==> config.mk <==
export PLATFORM = sky130hd
export DESIGN_NAME = systolic_seq_ctrl_flat
export DESIGN_NICKNAME = d
export VERILOG_FILES = /design/src/rtl/systolic_seq_ctrl_pkg.sv /design/src/rtl/systolic_seq_ctrl_if.sv /design/src/rtl/systolic_seq_ctrl_skew_mask_gen.sv /design/src/rtl/systolic_seq_ctrl.sv /design/src/flat_wrapper.sv
export SDC_FILE = /design/constraint.sdc
export NUM_CORES = 1
export LEC_CHECK = 0
export CAP_MARGIN = 30
export CORE_MARGIN = 4
export CORE_UTILIZATION = 41
export CTS_CLUSTER_DIAMETER = 50
export DETAILED_ROUTE_END_ITERATION = 10
export PLACE_DENSITY = 0.83
export SYNTH_ARGS = -nofsm -noshare
export SYNTH_HDL_FRONTEND = slang
export SYNTH_SLANG_ARGS = --single-unit
==> constraint.sdc <==
create_clock -name clk -period 1.7 [get_ports clk]
set_input_delay 0.255 -clock clk [delete_from_list [all_inputs] [get_ports clk]]
set_output_delay 0.255 -clock clk [all_outputs]
set_load 0.02 [all_outputs]
==> src/rtl/systolic_seq_ctrl_pkg.sv <==
// Shared types and helpers for the systolic array sequencer.
package systolic_pkg;

    typedef enum logic [2:0] {
        S_IDLE,
        S_CLEAR,
        S_FEED,
        S_DRAIN,
        S_DONE
    } seq_state_t;

    // Number of feed cycles needed to push a K-deep skewed wavefront
    // through an S x S array.
    function automatic int feed_len(input int k, input int s);
        return k + 2 * s - 2;
    endfunction

    // Counter width that never collapses to zero bits.
    function automatic int cw(input int v);
        return ($clog2(v) < 1) ? 1 : $clog2(v);
    endfunction

endpackage

==> src/rtl/systolic_seq_ctrl_if.sv <==
// Handshake/control bundle between the sequencer and its surroundings.
// Optional abort input is present only with SYSTOLIC_SEQ_CTRL_ABORT_EN.
interface systolic_seq_ctrl_if
    import systolic_pkg::*;
#(
    parameter int S = 8,
    parameter int K = 8
);
    localparam int TW = cw(K + 2 * S - 1);
    localparam int RW = cw(S);

    logic          start;
    logic          res_ready;
    logic          busy;
    logic          pe_sn;
    logic [TW-1:0] feed_cnt;
    logic [S-1:0]  a_lane_en;
    logic [S-1:0]  b_lane_en;
    logic          res_valid;
    logic [RW-1:0] res_row;
    logic          done;
`ifdef SYSTOLIC_SEQ_CTRL_ABORT_EN
    logic          abort;

    modport master (output start, res_ready, abort,
                    input  busy, pe_sn, feed_cnt, a_lane_en, b_lane_en,
                           res_valid, res_row, done);
    modport slave  (input  start, res_ready, abort,
                    output busy, pe_sn, feed_cnt, a_lane_en, b_lane_en,
                           res_valid, res_row, done);
`else
    modport master (output start, res_ready,
                    input  busy, pe_sn, feed_cnt, a_lane_en, b_lane_en,
                           res_valid, res_row, done);
    modport slave  (input  start, res_ready,
                    output busy, pe_sn, feed_cnt, a_lane_en, b_lane_en,
                           res_valid, res_row, done);
`endif
endinterface

==> src/rtl/systolic_seq_ctrl_skew_mask_gen.sv <==
// Skewed lane-enable mask: lane i is active while i <= t < i+K.
// Bounds are elaboration constants so no subtraction on t is needed.
module skew_mask_gen #(
    parameter int S  = 8,
    parameter int K  = 8,
    parameter int TW = 5
) (
    input  logic [TW-1:0] t_i,
    input  logic          en_i,
    output logic [S-1:0]  mask_o
);
    for (genvar i = 0; i < S; i++) begin : g_lane
        localparam logic [TW-1:0] LO = TW'(i);
        localparam logic [TW-1:0] HI = TW'(i + K);
        assign mask_o[i] = en_i && (t_i >= LO) && (t_i < HI);
    end
endmodule

==> src/rtl/systolic_seq_ctrl.sv <==
// Job sequencer for an S x S output-stationary systolic array:
// clear accumulators, feed skewed operands, drain result rows.
// Optional abort input enabled by SYSTOLIC_SEQ_CTRL_ABORT_EN.
module systolic_seq_ctrl
    import systolic_pkg::*;
#(
    parameter int N = 8,
    parameter int S = 8,
    parameter int K = 8
) (
    input  logic           clk,
    input  logic           rst,
    systolic_seq_ctrl_if.slave bus
);
    localparam int TW = cw(K + 2 * S - 1);
    localparam int RW = cw(S);
    localparam int T  = feed_len(K, S);

    // Operand width only travels with the array; reject nonsense configs.
    if (N < 1 || S < 1 || K < 1) begin : g_param_chk
        $error("systolic_seq_ctrl: N, S and K must all be >= 1");
    end

    seq_state_t    state_q, state_d;
    logic [TW-1:0] t_q, t_d;
    logic [RW-1:0] row_q, row_d;
    logic          feeding;
    logic          draining;

    // State and counters; reset drops any job in flight.
    always_ff @(posedge clk or negedge rst) begin
        if (!rst) begin
            state_q <= S_IDLE;
            t_q     <= '0;
            row_q   <= '0;
        end else begin
            state_q <= state_d;
            t_q     <= t_d;
            row_q   <= row_d;
        end
    end

    // Next-state and counter updates.
    always_comb begin
        state_d = state_q;
        t_d     = t_q;
        row_d   = row_q;
        case (state_q)
            S_IDLE:  if (bus.start) state_d = S_CLEAR;
            S_CLEAR: begin
                state_d = S_FEED;
                t_d     = '0;
                row_d   = '0;
            end
            S_FEED: begin
                if (t_q == TW'(T - 1)) begin
                    state_d = S_DRAIN;
                    row_d   = '0;
                end else begin
                    t_d = t_q + 1'b1;
                end
            end
            S_DRAIN: begin
                if (bus.res_ready) begin
                    if (row_q == RW'(S - 1)) state_d = S_DONE;
                    else                     row_d   = row_q + 1'b1;
                end
            end
            S_DONE:  state_d = S_IDLE;
            default: state_d = S_IDLE;
        endcase
`ifdef SYSTOLIC_SEQ_CTRL_ABORT_EN
        if (bus.abort && state_q != S_IDLE) state_d = S_IDLE;
`endif
    end

    assign feeding  = (state_q == S_FEED);
    assign draining = (state_q == S_DRAIN);

    // Accumulators hold from the first feed until the job is closed out.
    assign bus.busy      = (state_q != S_IDLE);
    assign bus.pe_sn     = feeding || draining || (state_q == S_DONE);
    assign bus.feed_cnt  = feeding ? t_q : '0;
    assign bus.res_valid = draining;
    assign bus.res_row   = draining ? row_q : '0;
    assign bus.done      = (state_q == S_DONE);

    skew_mask_gen #(.S(S), .K(K), .TW(TW)) u_a_mask (
        .t_i    (t_q),
        .en_i   (feeding),
        .mask_o (bus.a_lane_en)
    );

    skew_mask_gen #(.S(S), .K(K), .TW(TW)) u_b_mask (
        .t_i    (t_q),
        .en_i   (feeding),
        .mask_o (bus.b_lane_en)
    );

endmodule
==> src/flat_wrapper.sv <==
// flat-port wrapper written by rule: the top's interface ports become plain ports
module systolic_seq_ctrl_flat import systolic_pkg::*;
#(
    parameter int N = 8,
    parameter int S = 8,
    parameter int K = 8
)
  (clk, rst, bus_start, bus_res_ready, bus_busy, bus_pe_sn, bus_feed_cnt, bus_a_lane_en, bus_b_lane_en, bus_res_valid, bus_res_row, bus_done);
  systolic_seq_ctrl_if #(.S(S), .K(K)) bus_i ();
  input  logic clk;
  input  logic rst;
  input wire logic [$bits(bus_i.start)-1:0] bus_start;
  input wire logic [$bits(bus_i.res_ready)-1:0] bus_res_ready;
  output wire logic [$bits(bus_i.busy)-1:0] bus_busy;
  output wire logic [$bits(bus_i.pe_sn)-1:0] bus_pe_sn;
  output wire logic [$bits(bus_i.feed_cnt)-1:0] bus_feed_cnt;
  output wire logic [$bits(bus_i.a_lane_en)-1:0] bus_a_lane_en;
  output wire logic [$bits(bus_i.b_lane_en)-1:0] bus_b_lane_en;
  output wire logic [$bits(bus_i.res_valid)-1:0] bus_res_valid;
  output wire logic [$bits(bus_i.res_row)-1:0] bus_res_row;
  output wire logic [$bits(bus_i.done)-1:0] bus_done;
  assign bus_i.start = bus_start;
  assign bus_i.res_ready = bus_res_ready;
  assign bus_busy = bus_i.busy;
  assign bus_pe_sn = bus_i.pe_sn;
  assign bus_feed_cnt = bus_i.feed_cnt;
  assign bus_a_lane_en = bus_i.a_lane_en;
  assign bus_b_lane_en = bus_i.b_lane_en;
  assign bus_res_valid = bus_i.res_valid;
  assign bus_res_row = bus_i.res_row;
  assign bus_done = bus_i.done;
  systolic_seq_ctrl #(.N(N), .S(S), .K(K)) u_core (.clk(clk), .rst(rst), .bus(bus_i));
endmodule
== After elaboration in Yosys (flattened, before gate mapping) ==
Index checks and enable logic that the tools add are counted.

* Add/subtract/negate cells: 2
* Order comparisons: 16
* Eq/ne operators: 12
* Mux-type cells: 13
* Reductions and logical operators: 25

{| class="wikitable"
|+ Operator list
! cell !! number
|-
| $lt 5x4->1 const B || 8
|-
| $mux 3 || 8
|-
| $ge 5x3->1 const B || 4
|-
| $logic_and 1x1->1 || 16
|-
| $ne 2x2->1 const B || 6
|-
| $pmux 3 s4 || 1
|-
| $ge 5x1->1 const B || 2
|-
| $ge 5x2->1 const B || 2
|-
| $mux 5 || 2
|-
| $pmux 5 s2 || 1
|-
| $pmux 3 s3 || 1
|-
| $reduce_and 4->1 || 2
|-
| $eq 3x2->1 const B || 2
|-
| $eq 3x3->1 const B || 2
|-
| $reduce_bool 3->1 || 2
|-
| $add 5x1->5 const B || 1
|-
| $eq 5x5->1 const B || 1
|-
| $add 3x1->3 const B || 1
|-
| $eq 3x1->1 const B || 1
|-
| $logic_not 3->1 || 1
|-
| $logic_or 1x1->1 || 2
|-
| $reduce_and 2->1 || 1
|-
| $reduce_bool 2->1 || 1
|}

* Flip-flop bits (word level): 11
* Logic and storage cells: 71

== Longest topological paths before layout ==
* Depth in word-level cells: 4
* Gate-level depth with buffers: 7
* Depth with buffers taken out: 6

== By module ==
From an unflattened synthesis, not the netlist that was laid out.

* Cells, all modules: 129
* Area total of the unflattened synthesis: 1,084.8 um^2

{| class="wikitable"
|+ By module, submodules not included
! module !! times used !! cells an instance !! area an instance (um^2) !! sequential area each (um^2)
|-
| systolic_seq_ctrl || 1 || 85 || 784.5 || 275.3
|-
| skew_mask_gen || 2 || 22 || 150.1 || 0.0
|}

== Worst setup path after synthesis ==
Ideal clock, no wire load.

* Path kind: register to output
* From: register u_core.t_q[1]
* To: output port bus_b_lane_en[5]
* Data arrival time: 1.838 ns
* Data required time: 1.445 ns
* Slack: -0.393 ns
* Cell stages (with the launch flop): 8
* Buffers on the path: 2
* Path through: dfrtp_1 -> clkbuf_1 -> inv_1 -> ha_1 -> or3_1 -> a21oi_1 -> a211oi_1 -> buf_4

* Cells in the longest elaborated chain, start to end: 3
* Elaborated cells on any way between the ends: 4
* Classes of those cells: 2 x order compare; 2 x reduce/logical

{| class="wikitable"
|+ Ends and longest elaborated chain
! element !! line !! RTL
|-
| start, declared || systolic_seq_ctrl.sv:25 || <nowiki>logic [TW-1:0] t_q, t_d;</nowiki>
|-
| start signal, assigned || systolic_seq_ctrl.sv:38 || <nowiki>t_q <= t_d;</nowiki>
|-
| $ge 5x3->1 || n/a ||
|-
| $logic_and 1x1->1 || n/a ||
|-
| $logic_and 1x1->1 * || n/a ||
|-
| end, declared || flat_wrapper.sv:18 || <nowiki>output wire logic [$bits(bus_i.b_lane_en)-1:0] bus_b_lane_en;</nowiki>
|}

Mark *: on every way between the ends. The rest lies on a longest branch, timed or not.

== Worst setup path after layout ==
* From: register u_core.t_q[0]
* To: output port bus_b_lane_en[5]

* Cells in the longest elaborated chain, start to end: 3
* Elaborated cells on any way between the ends: 4
* Classes of those cells: 2 x order compare; 2 x reduce/logical

{| class="wikitable"
|+ Ends and longest elaborated chain
! element !! line !! RTL
|-
| $ge 5x3->1 || systolic_seq_ctrl_skew_mask_gen.sv:15 || <nowiki>assign mask_o[i] = en_i && (t_i >= LO) && (t_i < HI);</nowiki>
|-
| $logic_and 1x1->1 || systolic_seq_ctrl_skew_mask_gen.sv:15 ||
|-
| $logic_and 1x1->1 * || systolic_seq_ctrl_skew_mask_gen.sv:15 ||
|}

Marks and branches as above.

==> impl_results.md <==
- Outcome: complete, but fails checks
- Violated checks: setup timing
- Maximum number of pins on one net before global-route repair: 17
- Cell Area, Synth: 988 sq um
- RSZ-0062 raised after global routing: true
- Post-Layout Cell Count: 204
- Most frequent standard cell in the layout excluding fill and tap cells: sky130_fd_sc_hd__buf_4
- Diodes inserted: 0
- Area of the die: 3260 sq um
- Most frequent cells in the layout: 35 x sky130_fd_sc_hd__buf_4, 30 x sky130_fd_sc_hd__buf_6, 8 x sky130_fd_sc_hd__dfrtp_1
- Number of flip-flops and latches in the synthesized netlist: 11
- Vertical die dimension: 57.1 um
- Routability-driven placement congestion ratio: 0.864
- Count of input and output buffers: 31
- Post-synthesis sequential area ratio: 27.8%
- Floorplan Core Area: 2250 sq um
- Critical-path top delay cell: sky130_fd_sc_hd__dfrtp_2
- Proportion of layout cells with a drive suffix above 1: 66.5%
- Clock tree from TritonCTS: yes
- Layout net count: 185
- Most used flip-flop cell after synthesis: sky130_fd_sc_hd__dfrtp_1
- Number of nets still failing antenna checks after routing: 0
- Latest clock arrival within the worst-skew pair: 280 ps
- Share of the cycle needed by the critical path after routing: 112%
- Total number of H-tree levels: 1
- Final worst setup slack: -205 ps
- Global-route wire length before repair: 4710 um
- Synthesized netlist net count: 125
- Share of async-settable or async-resettable flops after synthesis: 100%
- Endpoint class of the critical path: primary output
- Average cell area after synthesis: 8.45 sq um
- Kind of critical path: reg -> out
- Unique cell type count in the Yosys netlist: 40
- Yosys synthesis warning count: 0
- Flop2flop setup slack: 60 ps
- Clock buffer count from CTS: 3
- Ordered list of cells on the worst path: buf_6 -> or3_4 -> a21oi_4 -> a211oi_4 -> buf_6
- Final routed DRC violation total: 0
- Layout Utilization: 80.5%
- Number of fill cells: 154
- Maximum vdd drop: 0.00139 V
- Post-synth EDFFs: 0
- Max-Cap Viols: 0
- Sum of buffers and inverters on the critical path: 2
- Cells after Synth: 117
- Initial core utilization: 43.8%
- Antenna violations before repair: 0
- Data arrival, critical path: 1650 ps
- Via count of the routed design: 1,110
- Crit path max-delay family: flip-flops
- Number of setup violations in the final report: 14
- Die X-Extent: 57.1 um
- Critical path fanouts, max: 7
- Accumulated negative setup slack: -1780 ps
- Max Clock Skew: 3.37 ps
- Mean routed wirelength per cell: 15.3 um
- Largest incremental delay on the critical path: 470 ps
- Clk pin slew, worst setup/hold paths: 70 ps
- Remaining max-slew budget at the tightest pin: 65.2%
- DP Wirelength: 2200 um
- Actual transition at the worst max-transition pin: 520 ps
- Fmax: 525 MHz
- Standby leakage power: 0.840 nW
- Row count: 17
- Clock root buffer: sky130_fd_sc_hd__clkbuf_4
- Tot Pwr: 0.00374 W
- Clock period minus worst slack: 1910 ps
- Overflow left after global routing: 0
- Startpoint types: flip-flop
- Detailed-route vias per instance: 5.44
- Max-slew violation total from the final report: 0
- Power density over the cells: 2060 nW/um^2
- First-iteration detailed-routing DRC count: 15
- Number of I/O pins: 32
- Layout overhead on the synthesized area: 83.5%
- Via count of the first global-routing pass: 1,053
- Final hold violations: 0
- Worst hold path type: in -> async
- Cell count after placement: 191
- CTS Sinks: 11
- Total Routed Length: 3130 um
- Critical path's most frequent cell: sky130_fd_sc_hd__buf_6
- All-layer global routing usage: 18.6%
- Clock Path Buffers: 2
- WP data required: 1440 ps
- Number of optimization iterations in the first detailed-route pass: 4
layer usage:
metal	up-vias	wire length (um)	global-route usage [%]
li1	518	-	-
met1	543	1080	17.1
met2	42	1780	39.0
met3	7	202	2.49
met4	0	64	7.95
met5	-	0	0
where the power goes:
group	switching (W)	internal (W)
Sequential	0.000121	0.000377
Combinational	0.00150	0.00155
Clock	0.0000928	0.0000912
Total	0.00172	0.00202
registers in the layout, summed over array words and instances (netlist names):
name / count
u_core.t_q: 5
u_core.state_q: 3
u_core.row_q: 3
synth_stat cells (2+ instances only):
cell type	number	area share (%)
sky130_fd_sc_hd__a21bo_2	2	2.0
sky130_fd_sc_hd__or2_2	2	1.3
sky130_fd_sc_hd__buf_4	8	6.1
sky130_fd_sc_hd__nand4_1	2	1.3
sky130_fd_sc_hd__buf_2	6	3.0
sky130_fd_sc_hd__nor3_1	4	2.0
sky130_fd_sc_hd__inv_1	5	1.9
sky130_fd_sc_hd__clkbuf_1	2	0.76
sky130_fd_sc_hd__a21oi_1	7	3.5
sky130_fd_sc_hd__nand3_1	4	2.0
sky130_fd_sc_hd__nor2_1	10	3.8
sky130_fd_sc_hd__nand2_1	5	1.9
sky130_fd_sc_hd__xor2_1	2	1.8
sky130_fd_sc_hd__nand2b_1	3	1.9
sky130_fd_sc_hd__or3_1	3	1.9
sky130_fd_sc_hd__dfrtp_1	11	28
sky130_fd_sc_hd__a211oi_1	2	1.5
sky130_fd_sc_hd__o21ai_0	4	2.0
sky130_fd_sc_hd__and3_1	4	2.5
sky130_fd_sc_hd__ha_1	4	5.1
sky130_fd_sc_hd__and2_1	5	3.2
sky130_fd_sc_hd__a21oi_2	2	1.8
sky130_fd_sc_hd__nor2b_1	3	1.9
per-stage QoR:
step / setup slack, ps / hold slack, ps / instance area, sq um
CTS: -239 / 321 / 1650
global route: -260 / 348 / 1810
finish: -205 / 319 / 1810
floorplan: -130 / -40.6 / 1070
detailed placement: -361 / 510 / 1550
global placement: -305 / 498 / 1550
worst paths after layout:
path	cells past startpoint	end	from
max	5	bus_b_lane_en[5]	u_core.t_q[0]
max reg2reg	5	u_core.row_q[0]	u_core.t_q[0]
min in group clk	1	u_core.row_q[2]	u_core.row_q[2]
max in group asynchronous	1	u_core.t_q[1]	rst
min	1	u_core.t_q[2]	rst
min reg2reg	1	u_core.row_q[2]	u_core.row_q[2]
what timing repair did:
action / 4_1_cts / 5_1_grt
resized for setup: 153 / 47
buffers inserted: 3 / 6
setup endpoints to repair: 29 / 33
cloned: 0 / 0
pin swaps: 4 / 8
hold buffers: 0 / 0
cell type report:
type                            instances  area (sq um)  share of cell area [%]
Sequential cell                        11           279                    15.4
Clock buffer                            4          26.3                    1.45
Timing Repair Buffer                   72           666                    36.7
Multi-Input combinational cell         84           790                    43.5
Tap cell                               28          35.0                    1.93
Inverter                                5          18.8                    1.03
cell families (layout without fill, tap and decap cells):
logic type,after synthesis,in the layout,share of synthesized area (%)
and+or+nand+nor,53,53,32.4
muxes,1,1,1.14
AOI/OAI and AO/OA,23,23,18.0
buffers and inverters,22,81,12.9
DFF,11,11,27.8
adders and majority gates,4,4,5.06
xor gates and xnor gates,3,3,2.66
(Power assumes the default switching activity.)
==> patch 1: new RTL, same settings <==
Reset style: synchronous (`rst`), changed in one clocked block.
--- a/src/rtl/systolic_seq_ctrl.sv
+++ b/src/rtl/systolic_seq_ctrl.sv
@@ -28,7 +28,7 @@
     logic          draining;
 
     // State and counters; reset drops any job in flight.
-    always_ff @(posedge clk or negedge rst) begin
+    always_ff @(posedge clk) begin
         if (!rst) begin
             state_q <= S_IDLE;
             t_q     <= '0;
Formal check against the unedited RTL: differs if rst is asserted again (counterexample within 4 cycles, from zero or initial values and one cycle with rst low); with rst held inactive, the same outputs for 10 cycles.
==> patch 1 against the original RTL <==
  * Sequential cell count did not move
  * Routed wire length rose by 1.9%
  * Maximum frequency rose by 3.4%
  * Global-route usage rose by 3.5 points
  * Area after synthesis fell by 9.1%
  * Critical path type unchanged
  * Worst setup slack improved by 0.063 ns
  * The flow still finishes with violations (negative setup slack)
  * Via count fell by 7.1%
  * Design area fell by 15%
  * Register-to-register slack improved by 0.04 ns
Power is left out: it rests on default switching activity, and per cell area and clock period it moved more than threefold.
==> patch 1: results <==
export IMPL_status="finished, violations left"
export IMPL_violations="negative setup slack"
export IMPL_netlist_instances=116
export IMPL_layout_setup_ws_ns=-0.142
export IMPL_n_fill_cell=141
export IMPL_via_per_inst=5.40
export IMPL_grt_max_degree=14
export IMPL_track_usage_pct=22.0
export IMPL_worst_r2r_endpoint="u_core.row_q[0]"
export IMPL_crit_fanout=4
export IMPL_drt_iter0_markers=23
export IMPL_layout_drive_gt1_share_pct=55.5
export IMPL_yosys_top_cells_area="dfxtp_1 (25%), buf_4 (8.4%), and2_1 (7.0%), ha_1 (5.6%), mux2i_1 (5.6%)"
export IMPL_synth_nets=124
export IMPL_finalNetCount=173
export IMPL_dp_final_hpwl_um=1890
export IMPL_relSlewSlack_pct=78.8
export IMPL_crit_slowest_cell="dfxtp_2"
export IMPL_slowest_delay_ns=0.33
export IMPL_setup_viol=8
export IMPL_cp_top_family="buffers and inverters"
export IMPL_wl_per_cell_um=16.7
export IMPL_fin_skew_ns=0.00814
export IMPL_ys_seq_area_share_pct=24.5
export IMPL_grt_pass1_wl_um=4650
export IMPL_timing_rr_start="u_core.row_q[0]"
export IMPL_synth_area_mux_share_pct=5.57
export IMPL_worstPathArrival_ns=1.59
export IMPL_async_flop_share_pct=0
export IMPL_vias=1031
export IMPL_dominantRegCellSynth="dfxtp_1"
export IMPL_place_congestion=0.806
==> patch 1: worst min-delay path, stage by stage (launching register included) <==
cell and delay, ns:
dfxtp_1 0.32, nand2_1 0.06, mux2i_1 0.05
==> patch 1: timing repair <==
| item | in CTS | in global routing |
|---|---|---|
| pin swaps | 6 | 16 |
| setup endpoints to repair | 28 | 28 |
| gates resized for setup | 119 | 56 |
| setup buffers | 2 | 7 |
==> patch 1: routing by layer <==
metal / global-route usage [%] / vias to the layer above / wire [µm]
met4: 7.05 / 0 / 74
met5: 0 / - / 0
li1: - / 486 / -
met2: 41.1 / 27 / 1760
met1: 23.9 / 507 / 1260
met3: 5.18 / 11 / 86
==> patch 1: metrics by stage <==
stage	util [%]	setup slack [ns]	hold slack (ns)
3_3_place_gp	66.0	-0.293	0.464
3_5_place_dp	66.0	-0.391	0.469
4_1_cts	70.1	-0.199	0.477
6_report	76.5	-0.142	0.477
5_1_grt	76.5	-0.191	0.505
2_1_floorplan	-	-0.0994	0.395
==> patch 1: logic make-up (layout without fill, tap and decap cells) <==
logic type,count (synthesis),count (layout)
mux,5,5
compound gates,12,12
flops,11,11
buf+inv,19,67
fa+ha+maj,4,4
simple gates,59,59
xor+xnor,6,6
==> patch 1: final cells by class <==
class	count	share of cell area (%)
multi-input combinational	86	48.2
timing repair buffer	60	32.1
sequential	11	15.1
tap	27	2.18
clock buffer	4	1.70
inverter	3	0.728
==> patch 1: worst max path at each step <==
| stage | end | from |
|---|---|---|
| global placement | bus_b_lane_en[5] | u_core.state_q[0] |
| CTS | bus_b_lane_en[0] | u_core.state_q[1] |
| finish | bus_a_lane_en[7] | u_core.t_q[1] |
| global route | bus_a_lane_en[7] | u_core.t_q[1] |
| floorplan | bus_b_lane_en[6] | u_core.t_q[2] |
| detailed placement | bus_b_lane_en[4] | u_core.state_q[1] |
==> patch 2: new RTL, same flow settings <==
Without the edit above. `K` is set to 8 in 4 places; all go to 7.
--- a/src/rtl/systolic_seq_ctrl_if.sv
+++ b/src/rtl/systolic_seq_ctrl_if.sv
@@ -4,7 +4,7 @@
     import systolic_pkg::*;
 #(
     parameter int S = 8,
-    parameter int K = 8
+    parameter int K = 7
 );
     localparam int TW = cw(K + 2 * S - 1);
     localparam int RW = cw(S);
--- a/src/rtl/systolic_seq_ctrl_skew_mask_gen.sv
+++ b/src/rtl/systolic_seq_ctrl_skew_mask_gen.sv
@@ -2,7 +2,7 @@
 // Bounds are elaboration constants so no subtraction on t is needed.
 module skew_mask_gen #(
     parameter int S  = 8,
-    parameter int K  = 8,
+    parameter int K  = 7,
     parameter int TW = 5
 ) (
     input  logic [TW-1:0] t_i,
--- a/src/rtl/systolic_seq_ctrl.sv
+++ b/src/rtl/systolic_seq_ctrl.sv
@@ -6,7 +6,7 @@
 #(
     parameter int N = 8,
     parameter int S = 8,
-    parameter int K = 8
+    parameter int K = 7
 ) (
     input  logic           clk,
     input  logic           rst,
--- a/src/flat_wrapper.sv
+++ b/src/flat_wrapper.sv
@@ -3,7 +3,7 @@
 #(
     parameter int N = 8,
     parameter int S = 8,
-    parameter int K = 8
+    parameter int K = 7
 )
   (clk, rst, bus_start, bus_res_ready, bus_busy, bus_pe_sn, bus_feed_cnt, bus_a_lane_en, bus_b_lane_en, bus_res_valid, bus_res_row, bus_done);
   systolic_seq_ctrl_if #(.S(S), .K(K)) bus_i ();
Function: changed (Yosys sat finds a counterexample within 10 cycles, from zero or initial values and one cycle with rst low).
==> patch 2 against the original RTL <==
  * The run still ends with negative setup slack left
  * Design area is 11% lower
  * Routed wire length is 15% lower
  * Via count is 8.3% lower
  * Combinational power is 17% lower
  * Power is 14% lower
  * Area after synthesis is 1.8% higher
  * Worst setup slack better by 0.026 ns
  * Global-route usage is 2.9 points lower
  * Count of clock-buffer cells in the layout stayed put
  * Die area is 1.5% higher
  * Sequential cell count stayed put
  * Hold slack worse by 0.0026 ns
  * Critical path type unchanged
  * Largest power group unchanged
==> patch 2: results <==
export IMPL_rrSetupSlack_ns=0.03
export IMPL_place_congestion=0.858
export IMPL_peakVddDrop_mv=1.14
export IMPL_finalNetCount=181
export IMPL_layout_drive_gt1_share_pct=58.5
export IMPL_routedLengthMet1_um=1150
export IMPL_dp_final_hpwl_um=1930
export IMPL_grt_max_degree=13
export IMPL_use_met2_pct=26.9
export IMPL_grt_pass1_vias=932
export IMPL_violations="negative setup slack"
export IMPL_wirelength_um=2670
export IMPL_inverters=6
export IMPL_rr_worst_depth=7
export IMPL_antennaDiodeCount=0
export IMPL_wl_met3_um=117
export IMPL_layout_setup_ws_ns=-0.179
export IMPL_track_usage_pct=15.6
export IMPL_final_setup_tns_ns=-1.73
export IMPL_syn_avg_cell_area_um2=8.67
export IMPL_met3_usage_pct=3.17
export IMPL_relSlewSlack_pct=65.6
export IMPL_ctsResizeCount=139
export IMPL_yosys_warnings=0
export IMPL_seq_share_pct=17.2
export IMPL_fin_skew_ns=0.00281
export IMPL_timing_rr_start="u_core.t_q[0]"
export IMPL_wl_met2_um=1360
export IMPL_yosys_top_cells_area="dfrtp_1 (27%), ha_1 (6.2%), buf_4 (6.0%), nor2_1 (4.1%), and2_1 (3.7%)"
export IMPL_p_leak_nw=0.812
export IMPL_grtUsageMet1_pct=19.0
export IMPL_worstPathArrival_ns=1.62
export IMPL_synth_area_mux_share_pct=3.48
export IMPL_ys_types=42
export IMPL_worst_hold_slack_ns=0.316
export IMPL_post_cts_setup_buffers=5
export IMPL_switching_share_pct=44.7
export IMPL_synth_xor_area_share_pct=2.61
export IMPL_n_fill_cell=165
export IMPL_dp_cells=188
export IMPL_synth_adder_area_share_pct=6.22
export IMPL_multi_input_cells=83
export IMPL_multi_input_area_um2=697
export IMPL_ys_seq_area_share_pct=27.4
export IMPL_status="finished, violations left"
export IMPL_top_regs="u_core.t_q x5, u_core.row_q x3, u_core.state_q x3"
export IMPL_crit_fanout=4
export IMPL_clock_area_share_pct=1.63
export IMPL_setup_viol=16
export IMPL_port_buffers=31
export IMPL_bufAreaShareNonClock_pct=34.5
export IMPL_drt_iter0_markers=14
export IMPL_cp_top_family="compound AO/OA/AOI/OAI gates"
export IMPL_grt_pass1_wl_um=4150
export IMPL_finalNonFillerCells=199
export IMPL_synth_compound_area_share_pct=16.0
export IMPL_vias=1018
export IMPL_netlist_top_cells_count="dfrtp_1 (11), nor2_1 (11), buf_4 (8), nand2_1 (8)"
export IMPL_synth_nets=125
export IMPL_nNonClkBuffers=67
==> patch 2: metrics by stage <==
| step | util (%) | area (µm²) | setup slack (ns) |
|---|---|---|---|
| floorplan | - | 1030 | -0.133 |
| global placement | 64.5 | 1470 | -0.275 |
| detailed placement | 64.5 | 1470 | -0.335 |
| CTS | 67.0 | 1530 | -0.147 |
| finish | 71.0 | 1620 | -0.179 |
| global route | 71.0 | 1620 | -0.246 |
==> patch 2: power groups by stage <==
| stage | clock network [mW] | registers, mW | logic (mW) |
|---|---|---|---|
| after CTS | 0.186 | 0.496 | 2.26 |
| after global routing | 0.203 | 0.539 | 2.71 |
| after floorplan | 0 | 0.468 | 1.37 |
| final | 0.185 | 0.520 | 2.52 |
| after detailed placement | 0 | 0.491 | 2.16 |
| after global placement | 0 | 0.479 | 2.11 |
==> patch 2: worst max path at each step <==
stage / startpoint / end / slack [ns] / depth (start not counted)
2_1_floorplan: u_core.state_q[2] / bus_b_lane_en[1] / -0.13 / 6
3_3_place_gp: u_core.state_q[2] / bus_b_lane_en[0] / -0.28 / 4
3_5_place_dp: u_core.state_q[2] / bus_a_lane_en[0] / -0.33 / 4
4_1_cts: u_core.t_q[1] / bus_b_lane_en[1] / -0.15 / 6
5_1_grt: u_core.t_q[1] / bus_b_lane_en[5] / -0.25 / 5
6_report: u_core.t_q[1] / bus_a_lane_en[3] / -0.18 / 6
==> patch 2: logic make-up (layout without fill, tap and decap cells) <==
logic type | count (synthesis) | in the layout
and+or+nand+nor | 50 | 50
AOI/OAI and AO/OA | 22 | 22
buffers and inverters | 22 | 77
DFF | 11 | 11
adders and majority gates | 5 | 5
xor gates and xnor gates | 3 | 3
muxes | 3 | 3
